**config.mk**
```make
export PLATFORM = sky130hd
export DESIGN_NAME = tlc549_reader
export DESIGN_NICKNAME = d
export VERILOG_FILES = /design/src/rtl/tlc549_reader_pkg.sv /design/src/rtl/tlc549_reader_ad_clk_gen.sv /design/src/rtl/tlc549_reader.sv
export SDC_FILE = /design/constraint.sdc
export NUM_CORES = 1
export LEC_CHECK = 0
export CAP_MARGIN = 0
export CORE_MARGIN = 1
export CORE_UTILIZATION = 45
export CTS_CLUSTER_SIZE = 20
export DETAILED_ROUTE_END_ITERATION = 8
export PLACE_DENSITY_LB_ADDON = 0.08
export SLEW_MARGIN = 30
export SYNTH_ARGS = -nofsm -noshare
export SYNTH_HDL_FRONTEND = slang
export SYNTH_SLANG_ARGS = --single-unit
```
**constraint.sdc**
```tcl
create_clock -name CLK_50M -period 3.5 [get_ports CLK_50M]
set_input_delay 0.35 -clock CLK_50M [delete_from_list [all_inputs] [get_ports CLK_50M]]
set_output_delay 0.35 -clock CLK_50M [all_outputs]
set_load 0.02 [all_outputs]
```
**src/rtl/tlc549_reader_pkg.sv**
```systemverilog
// Shared definitions for the TLC549 serial ADC reader: state encodings,
// default timing constants and the ADC result width.
package tlc549_reader_pkg;

    localparam int ADC_BITS     = 8;
    localparam int CLK_HALF_DEF = 25;    // 50 MHz / (2*25) = 1 MHz I/O clock
    localparam int T_SETUP_DEF  = 100;   // 2 us CS-low setup window
    localparam int T_CONV_DEF   = 1000;  // 20 us conversion wait

    typedef enum logic [2:0] {
        ST_IDLE  = 3'd0,
        ST_SETUP = 3'd1,
        ST_SHIFT = 3'd2,
        ST_CONV  = 3'd4
    } state_t;

endpackage

```
**src/rtl/tlc549_reader_ad_clk_gen.sv**
```systemverilog
// ADC I/O clock generator: toggles ad_clk every CLK_HALF cycles while
// enabled, first toggle is a rise. rise/fall strobe on the cycle whose
// closing edge makes ad_clk go 0->1 / 1->0. Held low when disabled.
module ad_clk_gen
    import tlc549_reader_pkg::*;
#(
    parameter int CLK_HALF = CLK_HALF_DEF
) (
    input  logic CLK_50M,
    input  logic RST_N,
    input  logic en,
    output logic ad_clk,
    output logic rise,
    output logic fall
);

    localparam int HW = $clog2(CLK_HALF) + 1;

    logic [HW-1:0] half_cnt;
    logic          half_done;

    assign half_done = en && (half_cnt == HW'(CLK_HALF - 1));
    assign rise      = half_done && !ad_clk;
    assign fall      = half_done && ad_clk;

    // Half-period counter; clears and toggles the clock at each half boundary
    always_ff @(posedge CLK_50M or negedge RST_N) begin
        if (!RST_N) begin
            half_cnt <= '0;
            ad_clk   <= 1'b0;
        end else if (!en) begin
            half_cnt <= '0;
            ad_clk   <= 1'b0;
        end else if (half_done) begin
            half_cnt <= '0;
            ad_clk   <= ~ad_clk;
        end else begin
            half_cnt <= half_cnt + 1'b1;
        end
    end

endmodule

```
**src/rtl/tlc549_reader.sv**
```systemverilog
// TLC549 serial ADC reader. Runs CS / I/O clock / MSB-first shift-in,
// waits out the conversion time and presents each sample with a 1-cycle
// sample_valid pulse. The first frame after reset carries a stale result
// and is dropped silently.
// Build option: ADC_AUTO_EN -- free-running conversions, sample_start unused.
module tlc549_reader
    import tlc549_reader_pkg::*;
#(
    parameter int CLK_HALF = CLK_HALF_DEF,
    parameter int T_SETUP  = T_SETUP_DEF,
    parameter int T_CONV   = T_CONV_DEF
) (
    input  logic                CLK_50M,
    input  logic                RST_N,
    output logic                AD_CLK,
    output logic                AD_CS,
    input  logic                AD_DOUT,
    input  logic                sample_start,
    output logic [ADC_BITS-1:0] ad_data,
    output logic                sample_valid,
    output logic                busy
);

    localparam int TMAX = (T_CONV > T_SETUP) ? T_CONV : T_SETUP;
    localparam int TW   = $clog2(TMAX) + 1;

    state_t              state;
    logic [TW-1:0]       tcnt;
    logic [3:0]          bit_cnt;
    logic [ADC_BITS-1:0] shift_reg;
    logic                first_frame;
    logic                dout_meta, dout_s;
    logic                clk_rise, clk_fall;
    logic                go;

`ifdef ADC_AUTO_EN
    // Free-running: every IDLE cycle launches the next frame; sample_start has no effect
    assign go = 1'b1 | sample_start;
`else
    assign go = sample_start;
`endif

    assign busy = (state != ST_IDLE);

    ad_clk_gen #(.CLK_HALF(CLK_HALF)) u_clk_gen (
        .CLK_50M (CLK_50M),
        .RST_N   (RST_N),
        .en      (state == ST_SHIFT),
        .ad_clk  (AD_CLK),
        .rise    (clk_rise),
        .fall    (clk_fall)
    );

    // Two-flop synchronizer on the asynchronous ADC data line
    always_ff @(posedge CLK_50M or negedge RST_N) begin
        if (!RST_N) begin
            dout_meta <= 1'b0;
            dout_s    <= 1'b0;
        end else begin
            dout_meta <= AD_DOUT;
            dout_s    <= dout_meta;
        end
    end

    // Frame FSM: CS control, bit capture, conversion wait and sample output
    always_ff @(posedge CLK_50M or negedge RST_N) begin
        if (!RST_N) begin
            state        <= ST_IDLE;
            AD_CS        <= 1'b1;
            tcnt         <= '0;
            bit_cnt      <= '0;
            shift_reg    <= '0;
            ad_data      <= '0;
            sample_valid <= 1'b0;
            first_frame  <= 1'b1;
        end else begin
            sample_valid <= 1'b0;
            case (state)
                ST_IDLE: begin
                    tcnt    <= '0;
                    bit_cnt <= '0;
                    if (go) begin
                        state <= ST_SETUP;
                        AD_CS <= 1'b0;
                    end
                end
                ST_SETUP: begin
                    if (tcnt == TW'(T_SETUP - 1)) begin
                        tcnt  <= '0;
                        state <= ST_SHIFT;
                    end else begin
                        tcnt <= tcnt + 1'b1;
                    end
                end
                ST_SHIFT: begin
                    // Bit timing lives in the clock generator's half counter
                    tcnt <= '0;
                    if (clk_rise) begin
                        shift_reg <= {shift_reg[ADC_BITS-2:0], dout_s};
                        bit_cnt   <= bit_cnt + 1'b1;
                    end
                    if (clk_fall && bit_cnt == 4'(ADC_BITS)) begin
                        state <= ST_CONV;
                        AD_CS <= 1'b1;
                        if (first_frame) begin
                            first_frame <= 1'b0;
                        end else begin
                            ad_data      <= shift_reg;
                            sample_valid <= 1'b1;
                        end
                    end
                end
                ST_CONV: begin
                    if (tcnt == TW'(T_CONV - 1)) begin
                        tcnt  <= '0;
                        state <= ST_IDLE;
                    end else begin
                        tcnt <= tcnt + 1'b1;
                    end
                end
                default: begin
                    state <= ST_IDLE;
                    AD_CS <= 1'b1;
                    tcnt  <= '0;
                end
            endcase
        end
    end

endmodule

```
==> flow_summary.yaml <==
status:
  status: "complete, no violations"
power:
  power.density_nw_per_um2: 485
  peakVddDrop_v: 0.000275
  static-leakage-power_nw: 1.03
timing:
  totalNegativeSetupSlack_ns: 0
  setup_viol: 0
  timing.hold.ws_ns: 0.0453
  rsz0062_at_grt: "false"
  timing.final.crit_share_pct: 66.6
  fin_ws_ns: 1.17
  slew_viol_final: 0
  finalHoldViolCount: 0
  finalCriticalPeriod_ns: 2.33
  worst_slew_pin_slew_ns: 0.828
  relSlewSlack_pct: 44.8
  finalClockSkew_ns: 0.00222
  fmax_ghz: 0.429
setup_path:
  r2r_slack_ns: 1.17
  setup.worst_path.end: "bit_cnt[3]"
  critical_path_class: "flip-flop to flip-flop"
  required_ns: 3.72
  rr_startpoint: "state[0]"
  critPathArrivalTime_ns: 2.55
  crit_start: "state[0]"
  crit_path_start_kind: "flip-flop"
  worst_r2r_path_depth: 4
  worst-path-max-fanout: 15
  r2r_end: "bit_cnt[3]"
  endpoint_kind: "flip-flop"
routing:
  drc: 0
  drt_pass1_iterations: 4
  drt-total-wl_mm: 3.64
  vias: 1359
  ant_nets: 0
  first_iter_violations: 100
  vias_per_cell: 5.52
  wl_per_cell_um: 14.8
cts:
  post_cts_buffers: 0
  insertion_delay_ns: 0.29
  cts_resized: 0
  cts.sinks: 46
  tritoncts: "built"
  cts_root_buffer: "clkbuf_8"
  postCtsHoldBufs: 0
  path_clk_slew_ns: 0.08
  cts_htree_levels: 2
  cts_buffers: 5
  clk_path_buf_depth: 2
die:
  fp.dieH_um: 70.3
  die-width_um: 70.3
  start_util_pct: 47.5
  die_area_um2: 4940
  core-area_um2: 4410
  row_count: 24
  ios: 16
place:
  dp_hpwl_mm: 2.58
  dpl.cell_count: 238
  port_buffers: 15
  pre_cts_ws_ns: 1.16
  place_congestion: 0.872
global_routing:
  grt_pass1_vias: 1372
  antenna_found_initial: 0
  grt_max_degree: 47
  overflow: 0
  grt_pass1_wl_mm: 6.71
  grt_use_total_pct: 17.4
finish:
  layout-drive-gt1-share_pct: 16.0
  largest_reg_flops: 11
  instances_no_fill: 246
  area_growth_pct: 12.7
  utilization_pct: 53.6
  layout.nets: 202
  diodes: 0
yosys:
  ys_async_sr_fraction_pct: 100
  ys_seq_elements: 46
  synth_nets: 189
  syn_area_per_cell_um2: 11.7
  ys.flop_type: "dfrtp_1"
  synthDistinctLibCells: 36
  ys_warn_count: 0
  synth_edf_count: 0
  synthCells: 180
  ys_seq_area_share_pct: 55.0
  synth_area_um2: 2100
flow_run:
  maxCapViolCount: 0
min_path:
  hold_path.class: "input pin to asynchronous set/reset pin"
## logic make-up (layout without fill, tap and decap cells)
logic type	Yosys count	in the layout	synth area share (%)
compound gates	8	8	2.50
mux	17	17	9.06
simple gates	77	77	21.9
buf+inv	13	27	2.68
fa+ha+maj	5	5	2.98
xor+xnor	14	14	5.84
flops	46	46	55.0
## worst min path at each step
stage / startpoint / endpoint / slack, ns / cells past startpoint
floorplan: RST_N / ad_data[0] / 0.05 / 0
global placement: dout_meta / dout_s / 0.33 / 0
detailed placement: dout_meta / dout_s / 0.34 / 0
CTS: RST_N / bit_cnt[3] / 0.24 / 1
global route: RST_N / u_clk_gen.ad_clk / 0.08 / 1
finish: RST_N / bit_cnt[3] / 0.05 / 1
## Yosys cell counts, types with 3 or more instances
library cell	number	area (um^2)
a21oi_1	3	15.0
and3_1	3	18.8
and4_1	3	26.3
clkbuf_1	5	18.8
dfrtp_1	44	1100
ha_1	5	62.6
inv_1	4	15.0
mux2_2	16	180
nand2_1	13	48.8
nand2b_1	4	25.0
nand3_1	8	40.0
nand3b_1	3	22.5
nand4_1	3	18.8
nor2_1	14	52.6
nor3_1	12	60.1
xnor2_1	3	26.3
xor2_1	11	96.3
## worst max-delay path, stage by stage, from the launching register on
cell,delay (ns)
dfrtp_1,0.48
nor3b_1,0.52
nor4b_4,0.76
and4_1,0.31
mux2i_1,0.18
## metrics by stage
step | power (mW) | instance area [um^2]
after floorplan | 0.769 | 2100
after global placement | 0.812 | 2270
after detailed placement | 0.824 | 2270
after CTS | 1.16 | 2360
after global routing | 1.22 | 2360
final | 1.15 | 2360
## area by class of cell
type / instances / area [um^2]
inverters: 4 / 15.0
repair buffers: 15 / 148
well taps: 52 / 65.1
clock buffers: 6 / 82.6
clock inverters: 2 / 12.5
fillers: 378 / 2050
flip-flops and latches: 46 / 1150
multi-input cells: 121 / 888
## routing by layer
metal,up-vias,GRT usage (%),share of wire (%)
li1,651,-,-
met1,677,22.5,45
met2,22,27.3,49
met3,9,4.47,3.4
met4,0,7.78,2.2
met5,-,0,0
## cell usage in the layout (no fill, tap or decap), types with 2 or more instances in the layout
| cell type | netlist | layout |
|---|---|---|
| o32a_1 | 2 | 2 |
| nand4b_1 | 2 | 2 |
| nand2b_1 | 4 | 4 |
| nand2_1 | 13 | 13 |
| clkbuf_8 | 0 | 6 |
| o21ai_0 | 2 | 2 |
| nand3_1 | 8 | 8 |
| a21oi_1 | 3 | 3 |
| dfrtp_1 | 44 | 44 |
| nor2_1 | 14 | 14 |
| nor3b_1 | 2 | 2 |
| and3_1 | 3 | 3 |
| nor4_1 | 2 | 2 |
| xnor2_1 | 3 | 3 |
| inv_1 | 4 | 4 |
| and4_1 | 3 | 3 |
| dfstp_2 | 2 | 2 |
| nor3_1 | 12 | 12 |
| nand4_1 | 3 | 3 |
| nand3b_1 | 3 | 3 |
| ha_1 | 5 | 5 |
| xor2_1 | 11 | 11 |
| clkdlybuf4s50_1 | 0 | 14 |
| mux2_2 | 16 | 16 |
## power by group
group	switching, mW	internal, mW
Sequential	0.0669	0.583
Clock	0.174	0.159
Combinational	0.0845	0.0788
No activity file was read; power rests on OpenSTA's default activity.
